===== src/rtl/cache_line_mover_if.sv =====
// Handshake and data bundle between the cache controller/memory and the line mover.
// The mover uses the slave modport; the controller/memory side uses master.
interface cache_line_mover_if #(
    parameter int TAG_W  = 5,
    parameter int IDX_W  = 8,
    parameter int WORD_W = 16
);
    logic              start_wb;
    logic              start_fill;
    logic [TAG_W-1:0]  tag_old;
    logic [TAG_W-1:0]  tag_new;
    logic [IDX_W-1:0]  index;
    logic [1:0]        req_offset;
    logic [1:0]        cache_offset;
    logic              cache_rd;
    logic [WORD_W-1:0] cache_data_in;
    logic              cache_wr;
    logic [WORD_W-1:0] cache_data_out;
    logic [15:0]       mem_addr;
    logic              mem_rd;
    logic              mem_wr;
    logic [WORD_W-1:0] mem_data_out;
    logic [WORD_W-1:0] mem_data_in;
    logic              mem_stall;
    logic [3:0]        mem_busy;
    logic              mem_err;
    logic              busy;
    logic              done;
    logic              err;

    modport slave (
        input  start_wb, start_fill, tag_old, tag_new, index, req_offset,
        input  cache_data_in, mem_data_in, mem_stall, mem_busy, mem_err,
        output cache_offset, cache_rd, cache_wr, cache_data_out,
        output mem_addr, mem_rd, mem_wr, mem_data_out, busy, done, err
    );

    modport master (
        output start_wb, start_fill, tag_old, tag_new, index, req_offset,
        output cache_data_in, mem_data_in, mem_stall, mem_busy, mem_err,
        input  cache_offset, cache_rd, cache_wr, cache_data_out,
        input  mem_addr, mem_rd, mem_wr, mem_data_out, busy, done, err
    );
endinterface


===== src/rtl/cache_line_mover.sv =====
// Writeback/fill line sequencer between the direct-mapped cache and banked main memory.
// Optional CRITICAL_WORD_FIRST_EN: fill starts at the requested word and wraps mod 4.
module cache_line_mover #(
    parameter int TAG_W  = 5,
    parameter int IDX_W  = 8,
    parameter int WORD_W = 16,
    parameter int RD_LAT = 2
) (
    input  logic               clk,
    input  logic               rst,
    cache_line_mover_if.slave  bus
);

    typedef enum logic [2:0] {IDLE, WB, FILL_ISSUE, FILL_DRAIN, DONE} state_t;

    state_t            state, state_nxt;
    logic              fill_pend_q;
    logic [1:0]        word_q;
    logic [2:0]        issued_q;
    logic [2:0]        wr_cnt_q;
    logic              err_q;
    logic [TAG_W-1:0]  tag_old_q;
    logic [TAG_W-1:0]  tag_new_q;
    logic [IDX_W-1:0]  index_q;
    logic [RD_LAT-1:0] rd_vld_p;
    logic [1:0]        rd_off_p [RD_LAT];

    logic       start_any;
    logic       can_issue;
    logic       wb_issue;
    logic       rd_issue;
    logic       fill_wr;
    logic [1:0] fill_off_now;
    logic [1:0] fill_off_lat;

`ifdef CRITICAL_WORD_FIRST_EN
    logic [1:0] req_off_q;

    always_ff @(posedge clk) begin
        if (state == IDLE && start_any)
            req_off_q <= bus.req_offset;
    end

    assign fill_off_now = bus.req_offset;
    assign fill_off_lat = req_off_q;
`else
    logic unused_req_offset;

    assign unused_req_offset = ^bus.req_offset;
    assign fill_off_now      = 2'd0;
    assign fill_off_lat      = 2'd0;
`endif

    assign start_any = bus.start_wb || bus.start_fill;
    assign can_issue = !bus.mem_stall && !bus.mem_busy[word_q] && !issued_q[2];
    assign wb_issue  = (state == WB) && can_issue;
    assign rd_issue  = (state == FILL_ISSUE) && can_issue;
    assign fill_wr   = rd_vld_p[RD_LAT-1];

    // Control state: async reset clears the FSM and the read-valid pipeline
    always_ff @(posedge clk or posedge rst) begin
        if (rst) begin
            state       <= IDLE;
            fill_pend_q <= 1'b0;
            word_q      <= 2'd0;
            issued_q    <= 3'd0;
            wr_cnt_q    <= 3'd0;
            err_q       <= 1'b0;
            rd_vld_p    <= '0;
        end else begin
            state       <= state_nxt;
            rd_vld_p[0] <= rd_issue;
            for (int i = 1; i < RD_LAT; i++)
                rd_vld_p[i] <= rd_vld_p[i-1];

            if (state == IDLE && start_any) begin
                fill_pend_q <= bus.start_wb && bus.start_fill;
                word_q      <= bus.start_wb ? 2'd0 : fill_off_now;
                issued_q    <= 3'd0;
                wr_cnt_q    <= 3'd0;
            end

            if (wb_issue) begin
                if (issued_q == 3'd3) begin
                    word_q   <= fill_off_lat;
                    issued_q <= 3'd0;
                end else begin
                    word_q   <= word_q + 2'd1;
                    issued_q <= issued_q + 3'd1;
                end
            end

            if (rd_issue) begin
                word_q   <= word_q + 2'd1;
                issued_q <= issued_q + 3'd1;
            end

            if (fill_wr)
                wr_cnt_q <= wr_cnt_q + 3'd1;

            if (state == DONE)
                err_q <= 1'b0;
            else if (state != IDLE && bus.mem_err)
                err_q <= 1'b1;
        end
    end

    // Data capture: line address and the read-offset pipeline need no reset
    always_ff @(posedge clk) begin
        if (state == IDLE && start_any) begin
            tag_old_q <= bus.tag_old;
            tag_new_q <= bus.tag_new;
            index_q   <= bus.index;
        end
        rd_off_p[0] <= word_q;
        for (int i = 1; i < RD_LAT; i++)
            rd_off_p[i] <= rd_off_p[i-1];
    end

    always_comb begin
        state_nxt = state;
        case (state)
            IDLE: begin
                if (bus.start_wb)
                    state_nxt = WB;
                else if (bus.start_fill)
                    state_nxt = FILL_ISSUE;
            end
            WB: begin
                if (wb_issue && issued_q == 3'd3)
                    state_nxt = fill_pend_q ? FILL_ISSUE : DONE;
            end
            FILL_ISSUE: begin
                if (rd_issue && issued_q == 3'd3)
                    state_nxt = FILL_DRAIN;
            end
            FILL_DRAIN: begin
                if (fill_wr && wr_cnt_q == 3'd3)
                    state_nxt = DONE;
            end
            DONE:    state_nxt = IDLE;
            default: state_nxt = IDLE;
        endcase
    end

    // Outputs are zero unless an issue or fill write happens this cycle
    always_comb begin
        bus.cache_rd       = wb_issue;
        bus.cache_wr       = fill_wr;
        bus.cache_offset   = 2'd0;
        bus.cache_data_out = '0;
        bus.mem_rd         = rd_issue;
        bus.mem_wr         = wb_issue;
        bus.mem_addr       = 16'd0;
        bus.mem_data_out   = '0;
        bus.busy           = (state != IDLE);
        bus.done           = (state == DONE);
        bus.err            = (state == DONE) && err_q;

        if (wb_issue) begin
            bus.cache_offset = word_q;
            bus.mem_addr     = {tag_old_q, index_q, word_q, 1'b0};
            bus.mem_data_out = bus.cache_data_in;
        end else if (fill_wr) begin
            bus.cache_offset   = rd_off_p[RD_LAT-1];
            bus.cache_data_out = bus.mem_data_in;
        end

        if (rd_issue)
            bus.mem_addr = {tag_new_q, index_q, word_q, 1'b0};
    end

endmodule


===== src/flat_wrapper.sv =====
// flat-port wrapper written by rule: the top's interface ports become plain ports
module cache_line_mover_flat 
#(
    parameter int TAG_W  = 5,
    parameter int IDX_W  = 8,
    parameter int WORD_W = 16,
    parameter int RD_LAT = 2
)
  (clk, rst, bus_start_wb, bus_start_fill, bus_tag_old, bus_tag_new, bus_index, bus_req_offset, bus_cache_data_in, bus_mem_data_in, bus_mem_stall, bus_mem_busy, bus_mem_err, bus_cache_offset, bus_cache_rd, bus_cache_wr, bus_cache_data_out, bus_mem_addr, bus_mem_rd, bus_mem_wr, bus_mem_data_out, bus_busy, bus_done, bus_err);
  cache_line_mover_if #(.TAG_W(TAG_W), .IDX_W(IDX_W), .WORD_W(WORD_W)) bus_i ();
  input  logic clk;
  input  logic rst;
  input wire logic [$bits(bus_i.start_wb)-1:0] bus_start_wb;
  input wire logic [$bits(bus_i.start_fill)-1:0] bus_start_fill;
  input wire logic [$bits(bus_i.tag_old)-1:0] bus_tag_old;
  input wire logic [$bits(bus_i.tag_new)-1:0] bus_tag_new;
  input wire logic [$bits(bus_i.index)-1:0] bus_index;
  input wire logic [$bits(bus_i.req_offset)-1:0] bus_req_offset;
  input wire logic [$bits(bus_i.cache_data_in)-1:0] bus_cache_data_in;
  input wire logic [$bits(bus_i.mem_data_in)-1:0] bus_mem_data_in;
  input wire logic [$bits(bus_i.mem_stall)-1:0] bus_mem_stall;
  input wire logic [$bits(bus_i.mem_busy)-1:0] bus_mem_busy;
  input wire logic [$bits(bus_i.mem_err)-1:0] bus_mem_err;
  output wire logic [$bits(bus_i.cache_offset)-1:0] bus_cache_offset;
  output wire logic [$bits(bus_i.cache_rd)-1:0] bus_cache_rd;
  output wire logic [$bits(bus_i.cache_wr)-1:0] bus_cache_wr;
  output wire logic [$bits(bus_i.cache_data_out)-1:0] bus_cache_data_out;
  output wire logic [$bits(bus_i.mem_addr)-1:0] bus_mem_addr;
  output wire logic [$bits(bus_i.mem_rd)-1:0] bus_mem_rd;
  output wire logic [$bits(bus_i.mem_wr)-1:0] bus_mem_wr;
  output wire logic [$bits(bus_i.mem_data_out)-1:0] bus_mem_data_out;
  output wire logic [$bits(bus_i.busy)-1:0] bus_busy;
  output wire logic [$bits(bus_i.done)-1:0] bus_done;
  output wire logic [$bits(bus_i.err)-1:0] bus_err;
  assign bus_i.start_wb = bus_start_wb;
  assign bus_i.start_fill = bus_start_fill;
  assign bus_i.tag_old = bus_tag_old;
  assign bus_i.tag_new = bus_tag_new;
  assign bus_i.index = bus_index;
  assign bus_i.req_offset = bus_req_offset;
  assign bus_i.cache_data_in = bus_cache_data_in;
  assign bus_i.mem_data_in = bus_mem_data_in;
  assign bus_i.mem_stall = bus_mem_stall;
  assign bus_i.mem_busy = bus_mem_busy;
  assign bus_i.mem_err = bus_mem_err;
  assign bus_cache_offset = bus_i.cache_offset;
  assign bus_cache_rd = bus_i.cache_rd;
  assign bus_cache_wr = bus_i.cache_wr;
  assign bus_cache_data_out = bus_i.cache_data_out;
  assign bus_mem_addr = bus_i.mem_addr;
  assign bus_mem_rd = bus_i.mem_rd;
  assign bus_mem_wr = bus_i.mem_wr;
  assign bus_mem_data_out = bus_i.mem_data_out;
  assign bus_busy = bus_i.busy;
  assign bus_done = bus_i.done;
  assign bus_err = bus_i.err;
  cache_line_mover #(.TAG_W(TAG_W), .IDX_W(IDX_W), .WORD_W(WORD_W), .RD_LAT(RD_LAT)) u_core (.clk(clk), .rst(rst), .bus(bus_i));
endmodule

===== config.mk =====
export PLATFORM = sky130hd
export DESIGN_NAME = cache_line_mover_flat
export DESIGN_NICKNAME = d
export VERILOG_FILES = /design/src/rtl/cache_line_mover_if.sv /design/src/rtl/cache_line_mover.sv /design/src/flat_wrapper.sv
export SDC_FILE = /design/constraint.sdc
export NUM_CORES = 1
export LEC_CHECK = 0
export BUFFER_PORTS_ARGS = -buffer_cell sky130_fd_sc_hd__buf_2
export CAP_MARGIN = 20
export CORE_MARGIN = 2
export CORE_UTILIZATION = 42
export DETAILED_ROUTE_END_ITERATION = 6
export GPL_TIMING_DRIVEN = 0
export HOLD_SLACK_MARGIN = 0.05
export PLACE_DENSITY = 0.79
export RECOVER_POWER = 50
export SETUP_SLACK_MARGIN = 0.5
export SLEW_MARGIN = 25
export SYNTH_ARGS = -nofsm -noshare
export SYNTH_HDL_FRONTEND = slang
export SYNTH_SLANG_ARGS = --single-unit

===== constraint.sdc =====
create_clock -name clk -period 2.38 [get_ports clk]
set_input_delay 0.119 -clock clk [delete_from_list [all_inputs] [get_ports clk]]
set_output_delay 0.119 -clock clk [all_outputs]
set_load 0.02 [all_outputs]

==> results of run 1 <==
-- state kept, by name (all words and copies together), names as in the netlist --
register / cells
u_core.index_q: 8
u_core.tag_old_q: 5
u_core.rd_off_p: 4
u_core.err_q: 1
u_core.issued_q: 3
u_core.tag_new_q: 5
u_core.wr_cnt_q: 3
u_core.word_q: 2
u_core.fill_pend_q: 1
u_core.state: 3
u_core.rd_vld_p: 2
-- cell usage in the layout, fill, tap and decap left out, types with 7 or more instances in the layout --
cell and instances:
and3_1 10, buf_4 11, o21ai_0 7, and2_4 16
buf_6 43, buf_2 69, dlygate4sd3_1 19, dfrtp_1 13
nor2_1 8, clkbuf_1 11, edfxtp_1 18, nand3_1 7
and3_4 7, nand2_1 9, inv_1 10, and2_1 8
-- through the flow --
step / hold WS (ps) / total power (uW) / util / area [um2] / setup WS (ps)
after detailed placement: 210 / 1990 / 0.582 / 2530 / 162
after global placement: 202 / 1960 / 0.582 / 2530 / 212
final: 72.4 / 2940 / 0.760 / 3310 / 229
after CTS: 64.0 / 2910 / 0.756 / 3290 / 241
after global routing: 82.9 / 3090 / 0.760 / 3310 / 129
after floorplan: 20.5 / 1660 / - / 1890 / 463
-- how the worst max path moves through the flow --
stage | depth (start not counted) | startpoint | slack, ps | end
floorplan | 6 | u_core.word_q[0]$_DFFE_PP0P_ | 460 | bus_cache_offset[0]
CTS | 7 | u_core.word_q[0]$_DFFE_PP0P_ | 240 | bus_cache_data_out[8]
global placement | 4 | u_core.state[1]$_DFFE_PP0P_ | 210 | u_core.index_q[6]$_DFFE_PP_
detailed placement | 4 | u_core.state[1]$_DFFE_PP0P_ | 160 | u_core.index_q[3]$_DFFE_PP_
finish | 7 | u_core.word_q[1]$_DFFE_PP0P_ | 230 | bus_cache_data_out[13]
global route | 8 | u_core.word_q[1]$_DFFE_PP0P_ | 130 | bus_mem_data_out[6]
-- per-layer routing --
layer / track usage / share of wire / up-vias
li1: - / - / 934
met1: 0.242 / 0.40 / 916
met2: 0.375 / 0.52 / 86
met3: 0.0484 / 0.072 / 7
met4: 0.0671 / 0.0094 / 0
met5: 0 / 0 / -
-- cell families (layout without fill, tap and decap cells) --
logic type,after synthesis,in the layout,synth area share
fa+ha+maj,5,5,0.0332
compound gates,30,30,0.106
flops,37,37,0.528
mux,5,5,0.0265
buf+inv,23,175,0.0670
simple gates,80,80,0.237
other cells,1,1,0.00199
-- cell type report --
type	instances	area (um2)
Clock buffer	6	72.6
Clock inverter	2	33.8
Buffer	11	80.1
Tap cell	52	65.1
Fill cell	294	1040
Timing Repair Buffer	144	1100
Sequential cell	37	998
Multi-Input combinational cell	121	902
Inverter	12	52.6
-- power by group --
| group | internal (uW) | leakage (uW) | switching (uW) |
|---|---|---|---|
| sequential | 826 | 0.000391 | 78.0 |
| combinational | 735 | 0.00116 | 777 |
| clock | 309 | 0.0000528 | 216 |
-- critical path, cell delays in order (launching register included) --
cell     delay [ps]
dfrtp_1         440
nor3b_4         240
a22oi_2         110
or3_1           340
buf_6           150
buf_6           130
and3_1          190
buf_6           130
-- what timing repair did --
action | CTS | global route
pin swaps | 28 | 2
gates resized for setup | 118 | 14
cloned | 2 | 0
endpoints found under the setup margin | 73 | 75
hold buffers | 19 | 0
setup buffers | 7 | 1
endpoints found under the hold margin | 33 | 0
==> impl_metrics.yaml, run 1 <==
run_status:
  status: "finished, final reports clean"
synthesis:
  yosys.area.top_type_share: 0.286
  synthArstFlopShare: 0.405
  synth_edf_count: 18
  synth_cell_types: 31
  yosysTopAreaCell: "edfxtp_1"
  ys_seq_area_frac: 0.528
  yosys_warnings: 0
  synthCells: 181
  syn_area_um2: 1890
  ys.flop_type: "edfxtp_1"
  avgSynthCellArea_um2: 10.4
  ys_ff_latch: 37
  yosysMostFrequentCell: "and2_1"
  synth_common_cells: "and2_1, edfxtp_1, and3_1"
  synthTopCellsByArea: "edfxtp_1, dfrtp_1, and2_1, and3_1, dfxtp_1"
  syn_nets: 248
floorplan:
  initial_core_util: 0.433
  core_area_um2: 4350
  dieArea_um2: 5040
  fp-row-count: 24
  ios: 119
  die_w_um: 71.0
  die_h_um: 71.0
worst_setup_path:
  crit_type: "reg2out"
  cp.arrival_ps: 2030
  critical_path.max_fanout: 10
  end_kind: "primary output"
  cp-start-kind: "flip-flop"
  rr_worst_depth: 5
  critical_path_required_ps: 2260
  r2r_end: "u_core.word_q[0]$_DFFE_PP0P_"
  r2r_slack_ps: 430
  r2r_start: "u_core.state[1]$_DFFE_PP0P_"
global_route:
  grt_max_degree: 20
  grt_pass1_vias: 1804
  grt_pass1_wl_um: 8130
  grt_overflow: 0
  grt_antenna_before_repair: 0
  grt_use_total: 0.207
cells_and_area:
  layout-drive-gt1-share: 0.508
  final_nets: 399
  syn_to_final_growth_pct: 75.4
  insertedDiodeCount: 0
  final_cells: 385
timing:
  fin_crit_sh: 0.904
  min_period_ps: 2150
  relSlewSlack: 0.565
  setup_viol: 0
  tightest_slew_ps: 645
  tns_ps: 0
  rsz0062_at_grt: "true"
  max_clock_freq_ghz: 0.465
  maxSlewViolCount: 0
  hold_viol: 0
  skew_ps: 7.11
clocking:
  clk_latency_ps: 290
  clk_pin_slew_worst_paths_ps: 70
  root_buffer: "clkbuf_8"
  cts_buffer_depth: 2
  numCtsBuffers: 5
  clock_sink_count: 37
  cts_tree: "built"
  htreeDepth: 2
placement:
  dpl.cell_count: 348
  place.gp.congestion: 0.780
  dp_hpwl_um: 3440
  port_buffers: 115
detailed_routing:
  routedWlPerCell_um: 14.0
  drt_iter0_drc: 55
  first_pass_iters: 4
  finalWirelength_um: 5410
  drc_errors: 0
  via_per_inst: 5.05
  vias: 1943
  ant_nets: 0
power_and_ir_drop:
  leakage_uw: 0.00160
  powerDensity_nw_per_um2: 889
  ir_worst_vdd_mv: 0.474
flow_run:
  maxCapViolations: 0
worst_hold_path:
  hold_end: "u_core.fill_pend_q$_DFFE_PP0P_"
  hold_start: "bus_start_fill"
  hold-path-cell-count: 3
  min_path_type: "in2reg"
Note: power is estimated with default switching activity, not from simulation.
==> inputs of run 2 (changes only) <==
--- a/config.mk
+++ b/config.mk
@@ -5,14 +5,15 @@
 export SDC_FILE = /design/constraint.sdc
 export NUM_CORES = 1
 export LEC_CHECK = 0
+export ABC_AREA = 1
 export BUFFER_PORTS_ARGS = -buffer_cell sky130_fd_sc_hd__buf_2
 export CAP_MARGIN = 20
 export CORE_MARGIN = 2
-export CORE_UTILIZATION = 42
+export CORE_UTILIZATION = 44
 export DETAILED_ROUTE_END_ITERATION = 6
 export GPL_TIMING_DRIVEN = 0
 export HOLD_SLACK_MARGIN = 0.05
-export PLACE_DENSITY = 0.79
+export PLACE_DENSITY = 0.8
 export RECOVER_POWER = 50
 export SETUP_SLACK_MARGIN = 0.5
 export SLEW_MARGIN = 25
==> run 2 against run 1 <==
Against the previous run: clock power fell by 22%; power increased by 4.5%; maximum frequency increased by 11%; sequential power increased by 14%.
==> impl_metrics.yaml, run 2 <==
synthesis:
  synthArstFlopShare: 0.405
  synth_common_cells: "nand2_1, inv_1, nor2_1"
  avgSynthCellArea_um2: 8.28
  yosysMostFrequentCell: "nand2_1"
  syn_area_um2: 2110
  syn_nets: 322
  ys_seq_area_frac: 0.472
  ys_ff_latch: 37
  ys.flop_type: "edfxtp_1"
  synthCells: 255
  yosys_warnings: 0
  yosys.area.top_type_share: 0.256
  synth_cell_types: 33
  synth_edf_count: 18
  yosysTopAreaCell: "edfxtp_1"
  synthTopCellsByArea: "edfxtp_1, dfrtp_1, nand2_1, inv_1, nor2_1"
clocking:
  clock_sink_count: 37
  numCtsBuffers: 5
  cts_tree: "built"
  htreeDepth: 2
  clk_latency_ps: 290
  cts_buffer_depth: 2
  clk_pin_slew_worst_paths_ps: 70
  root_buffer: "clkbuf_8"
cells_and_area:
  insertedDiodeCount: 0
  layout-drive-gt1-share: 0.413
  register_area_um2: 997
  syn_to_final_growth_pct: 55.6
  largest_registers: "u_core.index_q x8, u_core.tag_new_q x5, u_core.tag_old_q x5"
  final_common_cell: "buf_2"
  multiInputGateArea_um2: 891
  fin_area_um2: 3290
  fillers: 363
  top_register: "u_core.index_q"
  final_cell_mix: "buf_2, nand2_1, nor2_1"
  final_nets: 478
  largest_reg_flops: 8
detailed_routing:
  ant_nets: 0
  routedWlPerCell_um: 12.5
  finalWirelength_um: 5810
  first_pass_iters: 4
  via_per_inst: 4.64
  drt_iter0_drc: 59
  vias: 2163
  drc_errors: 0
global_route:
  grt_max_degree: 20
  grt_overflow: 0
  grt_pass1_vias: 1922
  grt_use_total: 0.205
  grt_pass1_wl_um: 8230
  grt_antenna_before_repair: 0
timing:
  max_clock_freq_ghz: 0.514
  tns_ps: 0
  skew_ps: 6.50
  hold_viol: 0
  maxSlewViolCount: 0
  rsz0062_at_grt: "true"
  tightest_slew_ps: 1090
  min_period_ps: 1950
  fin_crit_sh: 0.817
  worst_slack_ps: 434
  relSlewSlack: 0.268
  setup_viol: 0
placement:
  place.gp.congestion: 0.905
  place_ws_ps: 514
  dp_hpwl_um: 3660
  dpl-instance-area_um2: 2760
  port_buffers: 115
worst_setup_path:
  cp-start-kind: "flip-flop"
  end_kind: "flip-flop"
  cp.arrival_ps: 1920
  critical_path_required_ps: 2350
  crit_type: "reg2reg"
  critical_path.max_fanout: 8
floorplan:
  die_h_um: 73.3
  ios: 119
  die_w_um: 73.3
  dieArea_um2: 5370
  core_area_um2: 4660
  initial_core_util: 0.453
  fp-row-count: 25
flow_run:
  maxCapViolations: 0
power_and_ir_drop:
  leakage_uw: 0.00178
  powerDensity_nw_per_um2: 935
  ir_worst_vdd_mv: 0.448
run_status:
  status: "finished, final reports clean"
worst_hold_path:
  min_path_type: "in2reg"
run 2: final timing paths:
check | from | slack (ps) | cells after the start | endpoint
setup / recovery | u_core.state[0]$_DFFE_PP0P_ | 430 | 6 | u_core.tag_new_q[0]$_DFFE_PP_
hold / removal | bus_mem_err | 60 | 3 | u_core.err_q$_DFFE_PP0P_
setup reg to reg | u_core.state[0]$_DFFE_PP0P_ | 430 | 6 | u_core.tag_new_q[0]$_DFFE_PP_
hold reg to reg | u_core.rd_off_p[0][1]$_DFF_P_ | 330 | 0 | u_core.rd_off_p[0][3]$_DFF_P_
max in group asynchronous | rst | 1540 | 3 | u_core.state[0]$_DFFE_PP0P_
min in group asynchronous | rst | 430 | 3 | u_core.err_q$_DFFE_PP0P_
run 2: power breakdown:
group,total [uW],switching [uW],internal [uW]
registers,1030,123,902
logic,1640,1000,633
clock network,412,204,208
total,3070,1330,1740
run 2: stage by stage:
step,power [uW],cells,utilization,hold WS (ps)
finish,3070,466,0.705,64.3
CTS,2920,457,0.676,57.8
detailed placement,2350,424,0.591,211
floorplan,1980,255,-,20.5
global route,3280,466,0.705,68.1
global placement,2300,424,0.591,204
run 2: critical path: stages, from the launching register on:
cell,delay [ps]
dfrtp_2,460
nor2_1,140
nand2_1,120
inv_1,80
o21ai_0,370
clkinvlp_4,210
clkbuf_1,240
run 2: kinds of logic (layout without fill, tap and decap cells):
kind of cell               count (synthesis)  after routing  share of synthesized area
and+or+nand+nor                          140            140                      0.326
buffers and inverters                     59            216                      0.133
DFF                                       37             37                      0.472
AOI/OAI and AO/OA                         12             12                     0.0332
adders and majority gates                  5              5                     0.0296
other                                      1              1                    0.00178
xor gates and xnor gates                   1              1                    0.00415
run 2: final cells by class:
| type | count | share of cell area |
|---|---|---|
| Timing Repair Buffer | 149 | 0.288 |
| Sequential cell | 37 | 0.304 |
| Buffer | 11 | 0.0335 |
| Clock buffer | 8 | 0.0244 |
| Inverter | 48 | 0.0590 |
| Multi-Input combinational cell | 159 | 0.271 |
| Tap cell | 54 | 0.0206 |
run 2: routing by layer:
metal | track usage | up-vias | part of all wire
li1 | - | 1083 | -
met5 | 0 | - | 0
met4 | 0.0679 | 0 | 0.013
met1 | 0.212 | 972 | 0.37
met3 | 0.0576 | 7 | 0.085
met2 | 0.392 | 101 | 0.53
run 2: what timing repair did:
item,in CTS,in global routing
gates resized for setup,25,23
cloned,0,2
hold buffers,19,0
pin swaps,2,2
hold endpoints to repair,33,0
setup endpoints to repair,46,65
setup buffers,6,7
